==> src/rtl/riscv_mc_core.sv <==
// riscv_mc_core: multi-cycle RV32I-subset core, one instruction in flight.
// Define RISCV_MC_MUL_EN to add the MUL instruction.
module riscv_mc_core #(
    parameter int XLEN = 32,
    parameter int NREGS = 32,
    parameter logic [XLEN-1:0] RESET_PC = '0
) (
    input  logic            clk,
    input  logic            reset,
    output logic            imem_req,
    output logic [XLEN-1:0] imem_addr,
    input  logic            imem_ready,
    input  logic [31:0]     imem_rdata,
    output logic            dmem_req,
    output logic            dmem_we,
    output logic [XLEN-1:0] dmem_addr,
    output logic [XLEN-1:0] dmem_wdata,
    input  logic            dmem_ready,
    input  logic [XLEN-1:0] dmem_rdata,
    output logic            retire,
    output logic            halted,
    output logic [XLEN-1:0] pc
);
    localparam int RW = $clog2(NREGS);
    localparam int SH = $clog2(XLEN);

    typedef enum logic [2:0] {
        BOOT, FETCH, EXEC, MEM, WB, HALT
    } state_t;

    state_t state, state_n;

    logic [31:0]     ir;
    logic [XLEN-1:0] regs [NREGS];
    logic [XLEN-1:0] res, npc, sdata;
    logic            wen, st_op;

    logic [6:0] op, f7;
    logic [2:0] f3;
    logic [4:0] rd, rs1, rs2;

    assign op  = ir[6:0];
    assign rd  = ir[11:7];
    assign f3  = ir[14:12];
    assign rs1 = ir[19:15];
    assign rs2 = ir[24:20];
    assign f7  = ir[31:25];

    logic signed [11:0] si, ss;
    logic signed [12:0] sb;
    logic signed [20:0] sj;
    logic signed [31:0] su;
    logic [XLEN-1:0] imm_i, imm_s, imm_b, imm_j, imm_u;

    assign si = ir[31:20];
    assign ss = {ir[31:25], ir[11:7]};
    assign sb = {ir[31], ir[7], ir[30:25], ir[11:8], 1'b0};
    assign sj = {ir[31], ir[19:12], ir[20], ir[30:21], 1'b0};
    assign su = {ir[31:12], 12'b0};
    assign imm_i = XLEN'(si);
    assign imm_s = XLEN'(ss);
    assign imm_b = XLEN'(sb);
    assign imm_j = XLEN'(sj);
    assign imm_u = XLEN'(su);

    logic [XLEN-1:0] a, b;
    logic [SH-1:0]   shamt;
    logic            lt;

    assign a = (rs1 == 5'd0) ? '0 : regs[rs1[RW-1:0]];
    assign b = (rs2 == 5'd0) ? '0 : regs[rs2[RW-1:0]];
    assign shamt = b[SH-1:0];
    assign lt = $signed(a) < $signed(b);

    logic is_op, is_opi, is_ld, is_st, is_br, is_lui, is_jal;

    assign is_op  = op == 7'b0110011;
    assign is_opi = op == 7'b0010011;
    assign is_ld  = op == 7'b0000011;
    assign is_st  = op == 7'b0100011;
    assign is_br  = op == 7'b1100011;
    assign is_lui = op == 7'b0110111;
    assign is_jal = op == 7'b1101111;

    logic            legal, u1, u2, ud, taken, fault;
    logic [XLEN-1:0] result, target;

    always_comb begin
        legal  = 1'b0;
        u1     = 1'b0;
        u2     = 1'b0;
        ud     = 1'b0;
        taken  = 1'b0;
        result = '0;
        target = pc + imm_b;
        unique case (1'b1)
            is_op: begin
                {legal, u1, u2, ud} = 4'b1111;
                case ({f7, f3})
                    {7'h00, 3'd0}: result = a + b;
                    {7'h20, 3'd0}: result = a - b;
                    {7'h00, 3'd1}: result = a << shamt;
                    {7'h00, 3'd2}: result = {{(XLEN-1){1'b0}}, lt};
                    {7'h00, 3'd4}: result = a ^ b;
                    {7'h00, 3'd5}: result = a >> shamt;
                    {7'h00, 3'd6}: result = a | b;
                    {7'h00, 3'd7}: result = a & b;
`ifdef RISCV_MC_MUL_EN
                    {7'h01, 3'd0}: result = a * b;
`endif
                    default: legal = 1'b0;
                endcase
            end
            is_opi: begin
                {u1, ud} = 2'b11;
                legal  = f3 == 3'd0;
                result = a + imm_i;
            end
            is_ld: begin
                {u1, ud} = 2'b11;
                legal  = f3 == 3'd2;
                result = a + imm_i;
            end
            is_st: begin
                {u1, u2} = 2'b11;
                legal  = f3 == 3'd2;
                result = a + imm_s;
            end
            is_br: begin
                {legal, u1, u2} = 3'b111;
                case (f3)
                    3'd0: taken = a == b;
                    3'd1: taken = a != b;
                    3'd4: taken = lt;
                    3'd5: taken = !lt;
                    default: legal = 1'b0;
                endcase
            end
            is_lui: begin
                {legal, ud} = 2'b11;
                result = imm_u;
            end
            is_jal: begin
                {legal, ud, taken} = 3'b111;
                result = pc + XLEN'(4);
                target = pc + imm_j;
            end
            default: ;
        endcase
    end

    // Out-of-range register indices and misaligned jumps stop the core.
    assign fault = !legal
        || (u1 && 32'(rs1) >= NREGS)
        || (u2 && 32'(rs2) >= NREGS)
        || (ud && 32'(rd) >= NREGS)
        || (taken && target[1:0] != 2'b00);

    always_ff @(posedge clk or negedge reset) begin
        if (!reset) state <= BOOT;
        else        state <= state_n;
    end

    always_comb begin
        state_n  = state;
        imem_req = 1'b0;
        dmem_req = 1'b0;
        dmem_we  = 1'b0;
        retire   = 1'b0;
        halted   = 1'b0;
        unique case (state)
            BOOT:  state_n = FETCH;
            FETCH: begin
                imem_req = 1'b1;
                if (imem_ready) state_n = EXEC;
            end
            EXEC: begin
                if (fault)              state_n = HALT;
                else if (is_ld || is_st) state_n = MEM;
                else                    state_n = WB;
            end
            MEM: begin
                dmem_req = 1'b1;
                dmem_we  = st_op;
                if (dmem_ready) state_n = WB;
            end
            WB: begin
                retire  = 1'b1;
                state_n = FETCH;
            end
            HALT:    halted = 1'b1;
            default: state_n = HALT;
        endcase
    end

    assign imem_addr  = pc;
    assign dmem_addr  = res;
    assign dmem_wdata = sdata;

    always_ff @(posedge clk or negedge reset) begin
        if (!reset) begin
            pc    <= RESET_PC;
            ir    <= '0;
            res   <= '0;
            npc   <= '0;
            sdata <= '0;
            wen   <= 1'b0;
            st_op <= 1'b0;
            for (int i = 0; i < NREGS; i++) regs[i] <= '0;
        end else begin
            unique case (state)
                FETCH: if (imem_ready) ir <= imem_rdata;
                EXEC: begin
                    res   <= result;
                    npc   <= taken ? target : pc + XLEN'(4);
                    sdata <= b;
                    wen   <= ud;
                    st_op <= is_st;
                end
                MEM: if (dmem_ready && !st_op) res <= dmem_rdata;
                WB: begin
                    pc <= npc;
                    if (wen && rd != 5'd0) regs[rd[RW-1:0]] <= res;
                end
                default: ;
            endcase
        end
    end
endmodule

==> config.mk <==
export PLATFORM = sky130hd
export DESIGN_NAME = riscv_mc_core
export DESIGN_NICKNAME = d
export VERILOG_FILES = /design/src/rtl/riscv_mc_core.sv
export SDC_FILE = /design/constraint.sdc
export NUM_CORES = 2
export LEC_CHECK = 0
export ABC_AREA = 1
export BUFFER_PORTS_ARGS = -buffer_cell sky130_fd_sc_hd__clkbuf_2
export CORE_MARGIN = 10
export CORE_UTILIZATION = 33
export CTS_CLUSTER_DIAMETER = 100
export CTS_CLUSTER_SIZE = 25
export DETAILED_ROUTE_END_ITERATION = 10
export PLACE_DENSITY = 0.47
export SLEW_MARGIN = 20
export SYNTH_ARGS = -nofsm -noshare
export SYNTH_HDL_FRONTEND = slang
export SYNTH_SLANG_ARGS = --single-unit
==> constraint.sdc <==
create_clock -name clk -period 8.65 [get_ports clk]
set_clock_uncertainty 0.15 [all_clocks]
set_input_delay 1.2975 -clock clk [delete_from_list [all_inputs] [get_ports clk]]
set_output_delay 1.2975 -clock clk [all_outputs]
set_load 0.005 [all_outputs]
* Word level (Yosys, flattened, before mapping)
Cells that the tools add are included.
** Cells by class
- Add/sub/neg operators :: 7
- $lt $le $gt $ge :: 5
- Equal/unequal tests :: 28
- Shift-type cells :: 2
- Muxes and demuxes :: 33
- Bitwise gates (word level) :: 7
- Reduce and logical (&&, ||, !) cells :: 28
** Operators with widths (count)
- 1024-bit bitwise mux :: 1
- 32-bit binary-select mux with 5-bit select :: 2
- 32-bit 2-to-1 mux :: 10
- 32-bit case mux with 8 select lines :: 1
- 32-bit adder :: 5
- 32-bit demux with 5-bit select :: 1
- 32-bit case mux with 5 select lines :: 1
- 32-bit case mux with 2 select lines :: 1
- 10-bit by 3-bit == test with 1-bit output, second input constant :: 4
- 32-bit by 3-bit adder with 32-bit output, second input constant :: 1
- 32-bit bitwise AND :: 1
- 32-bit == test :: 1
- 32-bit less-than comparator :: 1
- 32-bit != test :: 1
- 32-bit bitwise OR :: 1
- 32-bit by 5-bit left shift with 32-bit output :: 1
- 32-bit by 5-bit right shift with 32-bit output :: 1
- 32-bit subtractor :: 1
- 32-bit bitwise XOR :: 1
- 7-bit by 6-bit == test with 1-bit output, second input constant :: 3
- 6-bit >= comparator, second input constant :: 3
- 5-bit inverter with 6-bit output :: 3
- 3-bit case mux with 5 select lines :: 1
- 7-bit == test, second input constant :: 2
- other kinds (30) :: 62
** Storage, ports and cells
- Bits in registers :: 1189
- Input port bits :: 68

* Longest topological paths before layout
- Word-level depth :: 13
- Gate-level depth with buffers :: 42
- Mapped depth without buffers :: 36

* Worst setup path before layout
OpenSTA, ideal clock, no wires.
- Path type :: reg2reg
- From :: register ir[21]
- To :: register npc[31]
- Library setup time :: 0.122 ns
- Arrival time :: 4.690 ns
- Required time :: 8.378 ns
- Setup slack :: 3.688 ns
- Stages on the path, launching flop included :: 26
- Buffers on the path :: 6
- Period minus slack after synthesis :: 4.962 ns
- Cells stage by stage :: dfrtp_1 inv_2 buf_2 buf_4 buf_4 clkbuf_1 clkbuf_1 clkbuf_1 o21ai_0 ha_1 fa_1 nand3_1 nand2_1 a21oi_1 o21ai_0 a21boi_0 o21ai_0 a21oi_1 nor2_1 o21ai_0 nand3_1 a21boi_0 o21ai_0 xor2_1 a21oi_1 o21ai_1
** On the way
- Cells in the longest elaborated chain, start to end :: 10
- Elaborated cells between the ends (all ways) :: 15
** RTL lines
- start: declaration :: RTL line 33 : logic [31:0] ir;
- start signal: assignment :: RTL line 212 : FETCH: if (imem_ready) ir <= imem_rdata;
- 5-bit inverter with 6-bit output (implied by the code) :: RTL line 71 : assign b = (rs2 == 5'd0) ? '0 : regs[rs2[RW-1:0]];
- 32-bit binary-select mux with 5-bit select :: RTL line 71
- 32-bit 2-to-1 mux (implied by the code) (2 in series) :: RTL line 71
- 32-bit 2-to-1 mux :: RTL line 71
- 32-bit less-than comparator :: RTL line 73 : assign lt = $signed(a) < $signed(b);
- 1-bit zero test :: RTL line 135 : 3'd5: taken = !lt;
- 1-bit case mux with 4 select lines :: RTL line 131 : case (f3)
- 1-bit case mux with 2 select lines :: RTL line 96 : unique case (1'b1)
- 32-bit 2-to-1 mux (*) :: RTL line 215 : npc <= taken ? target : pc + XLEN'(4);
- end signal: assignment :: RTL line 215
- end: declaration :: RTL line 35 : logic [XLEN-1:0] res, npc, sdata;
Every way passes the cells marked *; elsewhere a longest branch is shown, timed or not. The select of a mux whose other input is x is not followed.
A chain may end at the register's enable or synchronous reset.

* Worst setup path in the final report
- From :: register ir[15]
- To :: register state[0]
** On the way
- Cells in the longest elaborated chain, start to end :: 13
- Elaborated cells between the ends (all ways) :: 16
** RTL lines
- 5-bit inverter with 6-bit output (implied by the code) :: RTL line 70 : assign a = (rs1 == 5'd0) ? '0 : regs[rs1[RW-1:0]];
- 32-bit binary-select mux with 5-bit select :: RTL line 70
- 32-bit 2-to-1 mux (implied by the code) (2 in series) :: RTL line 70
- 32-bit 2-to-1 mux (*) :: RTL line 70
- 32-bit less-than comparator :: RTL line 73
- 1-bit zero test :: RTL line 135
- 1-bit case mux with 4 select lines (*) :: RTL line 131
- 1-bit case mux with 2 select lines (*) :: RTL line 96
- 1-bit logical AND (*) :: RTL line 157 : || (taken && target[1:0] != 2'b00);
- 1-bit logical OR (*) :: RTL line 157
- 3-bit 2-to-1 mux (*) :: RTL line 178 : if (fault) state_n = HALT;
- 3-bit case mux with 5 select lines (*) :: RTL line 171 : unique case (state)
- end signal: assignment :: RTL line 161 : else state <= state_n;
- end: declaration :: RTL line 31 : state_t state, state_n;
Marked as above.

==> impl_results.md <==
- Status: completed
- Nets: 10.8k
- Setup Fix Bufs, Post-CTS: 0
- Die Width: 500 µm
- Clock latency on the worst-skew pair: 780 ps
- CTS Buffer Depth: 3
- FILL cells: 24.7k
- Worst Hold Class: reg -> reg
- Delay of the slowest critical-path stage: 720 ps
- Core Region: 230000 µm²
- Post-CTS Resized: 0
- Setup violators final: 0
- Mapped cell area: 76000 µm²
- R2r worst-path depth: 25
- Cell Rows: 176
- #FFs+latches synth: 1189
- GRT overflow: 0
- Top-count cell post-synth: nand2_1
- Die Height: 500 µm
- Yosys top cell area share: 0.391
- DRT Pass-1 Iters: 7
- Worst Hold End: regs[1022]$_DFFE_PN0P_
- CTS tree: built
- Unrepaired setup endpoints after global routing: no
- Reg clk slew, reported paths: 110 ps
- Maximum clock rate: 134 MHz
- H-tree Lvls: 3
- Drt drc: 0
- Hold Buf Count CTS: 0
- Post-synthesis cell count: 11.1k
- Vias in the first global route: 74.6k
- Yosys cell types: 69
- GP Congestion: 0.996
- Post-DRT Antenna Nets: 0
- Max Cap Viol: 0
- Total power: 9890 µW
- Crit-path max FO: 162
- Die ar.: 250000 µm²
- Power density cells: 121 nW/µm²
- Crit path buffers/inverters: 5
- CP required: 9150 ps
- Ys async rst share: 1.00
- Slew Limit Fails: 0
- Worst path arrival time: 7940 ps
- Hold_ws: 241 ps
- Setup TNS: 0 ps
- Hold path start: regs[1022]$_DFFE_PN0P_
- Slowest cell on the critical path: dfrtp_4
- HPWL Detailed: 259 mm
- Initial antenna violation count: 17
- Syn nets: 11.3k
- Hold Vio Cnt, Final: 0
- Synth Area per Inst: 6.87 µm²
- Crit Path Category: reg -> reg
- Root buffer cell: clkbuf_16
- Top post-synthesis cells by area: dfrtp_1 (39%), nand2_1 (15%), o21ai_0 (12%)
- Largest area contributor in the netlist: dfrtp_1
- Vias: 80.0k
- DR iter-0 viols: 10.6k
- Clk sinks: 1189
- Static Leak: 0.0372 µW
- Period Utilization, post-route: 0.860
- PortBufs: 200
- First-pass GRT wire length: 563 mm
- Ys flop type: dfrtp_1
- Post-synth EDFFs: 0
- Reg-to-reg critical path endpoint: state[0]$_DFFE_PN0P_
- Reg2Reg Setup Slack: 1210 ps
- Fraction of layout cells with a size suffix above 1: 0.0624
- Hold Path Depth: 0
- Min cycle time layout: 7440 ps
- Most used cell, CP: nand3_1
- Actual slew at the worst max-slew pin: 1270 ps
- Synthesis-to-finish area growth: 7.14%
- Drt via density: 5.84
- Synth warnings: 0
- Boundary Pins: 201
- CP endpoint kind: flip-flop
- Worst r2r src: ir[15]$_DFFE_PN0P_
- Initial core utilization: 0.331
- Max VDD drop: 142 µV
- CP Launch Type: flip-flop
- Total Wirelength: 394 mm
- Seq/Total Area, Yosys: 0.391
- Total track usage: 0.303
- Slew HR: 0.153
- WL/cell: 28.8 µm
- TritonCTS Buffers: 70
- Top cells by count, synth: nand2_1 (3039), o21ai_0 (1860), dfrtp_1 (1189), nand3_1 (1130), nor2_1 (956)
- Top delay family on crit path: simple AND/OR/NAND/NOR gates
- Largest net degree at the start of global routing: 163
[area by class of cell]
class | count | area [µm²] | share of cell area
antenna | 3 | 7.51 | 0.0000922
timing repair buffer | 397 | 2810 | 0.0345
tap | 3026 | 3790 | 0.0465
inverter | 623 | 2390 | 0.0294
multi-input combinational | 8341 | 40200 | 0.494
clock inverter | 40 | 654 | 0.00803
sequential | 1189 | 29800 | 0.366
clock buffer | 79 | 1810 | 0.0222
[registers in the layout, indices dropped and copies added, names as in the netlist]
register / count
imem_addr: 32
st_op: 1
state: 3
npc: 32
dmem_wdata: 32
regs: 1024
wen: 1
dmem_addr: 32
ir: 32
[how the worst max path moves through the flow]
stage | start | to | slack (ps) | cells after the start
2_1_floorplan | ir[21]$_DFFE_PN0P_ | npc[31]$_DFFE_PN0P_ | 3690 | 25
3_3_place_gp | ir[15]$_DFFE_PN0P_ | npc[22]$_DFFE_PN0P_ | 1490 | 24
3_5_place_dp | ir[15]$_DFFE_PN0P_ | state[0]$_DFFE_PN0P_ | 1460 | 25
4_1_cts | ir[15]$_DFFE_PN0P_ | state[0]$_DFFE_PN0P_ | 1390 | 25
5_1_grt | ir[15]$_DFFE_PN0P_ | state[0]$_DFFE_PN0P_ | 910 | 25
6_report | ir[15]$_DFFE_PN0P_ | state[0]$_DFFE_PN0P_ | 1210 | 25
[cells in the final DEF, fill, tap and decap left out, types with 47 or more instances in the layout]
cell,instances
buf_4,171
o21ai_1,56
a21oi_1,400
o221ai_1,161
nand2_1,3006
clkbuf_16,71
o211ai_1,159
o22ai_1,62
ha_1,139
dfrtp_1,1178
nand4_1,47
nor2_1,953
o21ai_0,1860
inv_1,589
clkbuf_2,199
nand3_1,1130
[logic make-up after synthesis]
family          count (synthesis)  share of synthesized area
simple gates                 5302                      0.287
buf+inv                      1541                     0.0844
fa+ha+maj                     143                     0.0239
compound gates               2827                      0.205
flops                        1189                      0.391
xor+xnor                       63                    0.00726
mux                             6                   0.000872
[routing by layer]
metal / up-vias / GRT usage / wire length [µm]
li1: 35900 / - / -
met1: 39300 / 0.426 / 173000
met2: 4003 / 0.461 / 170000
met3: 732 / 0.0429 / 30100
met4: 6 / 0.133 / 21400
met5: - / 0 / 46
[power by group]
part	internal (µW)	switching, µW	total (µW)
Sequential	5550	0	5550
Clock	1800	2390	4180
Combinational	20.0	130	150
[per-stage QoR]
stage | std cells | setup WS, ps | util | instance area [µm²]
2_1_floorplan | 11100 | 3690 | - | 76000
3_3_place_gp | 13600 | 1490 | 0.344 | 79000
3_5_place_dp | 13600 | 1460 | 0.344 | 79000
4_1_cts | 13700 | 1390 | 0.355 | 81400
5_1_grt | 13700 | 915 | 0.355 | 81500
6_report | 13700 | 1210 | 0.355 | 81500
Note: power is estimated with default switching activity, not from simulation.
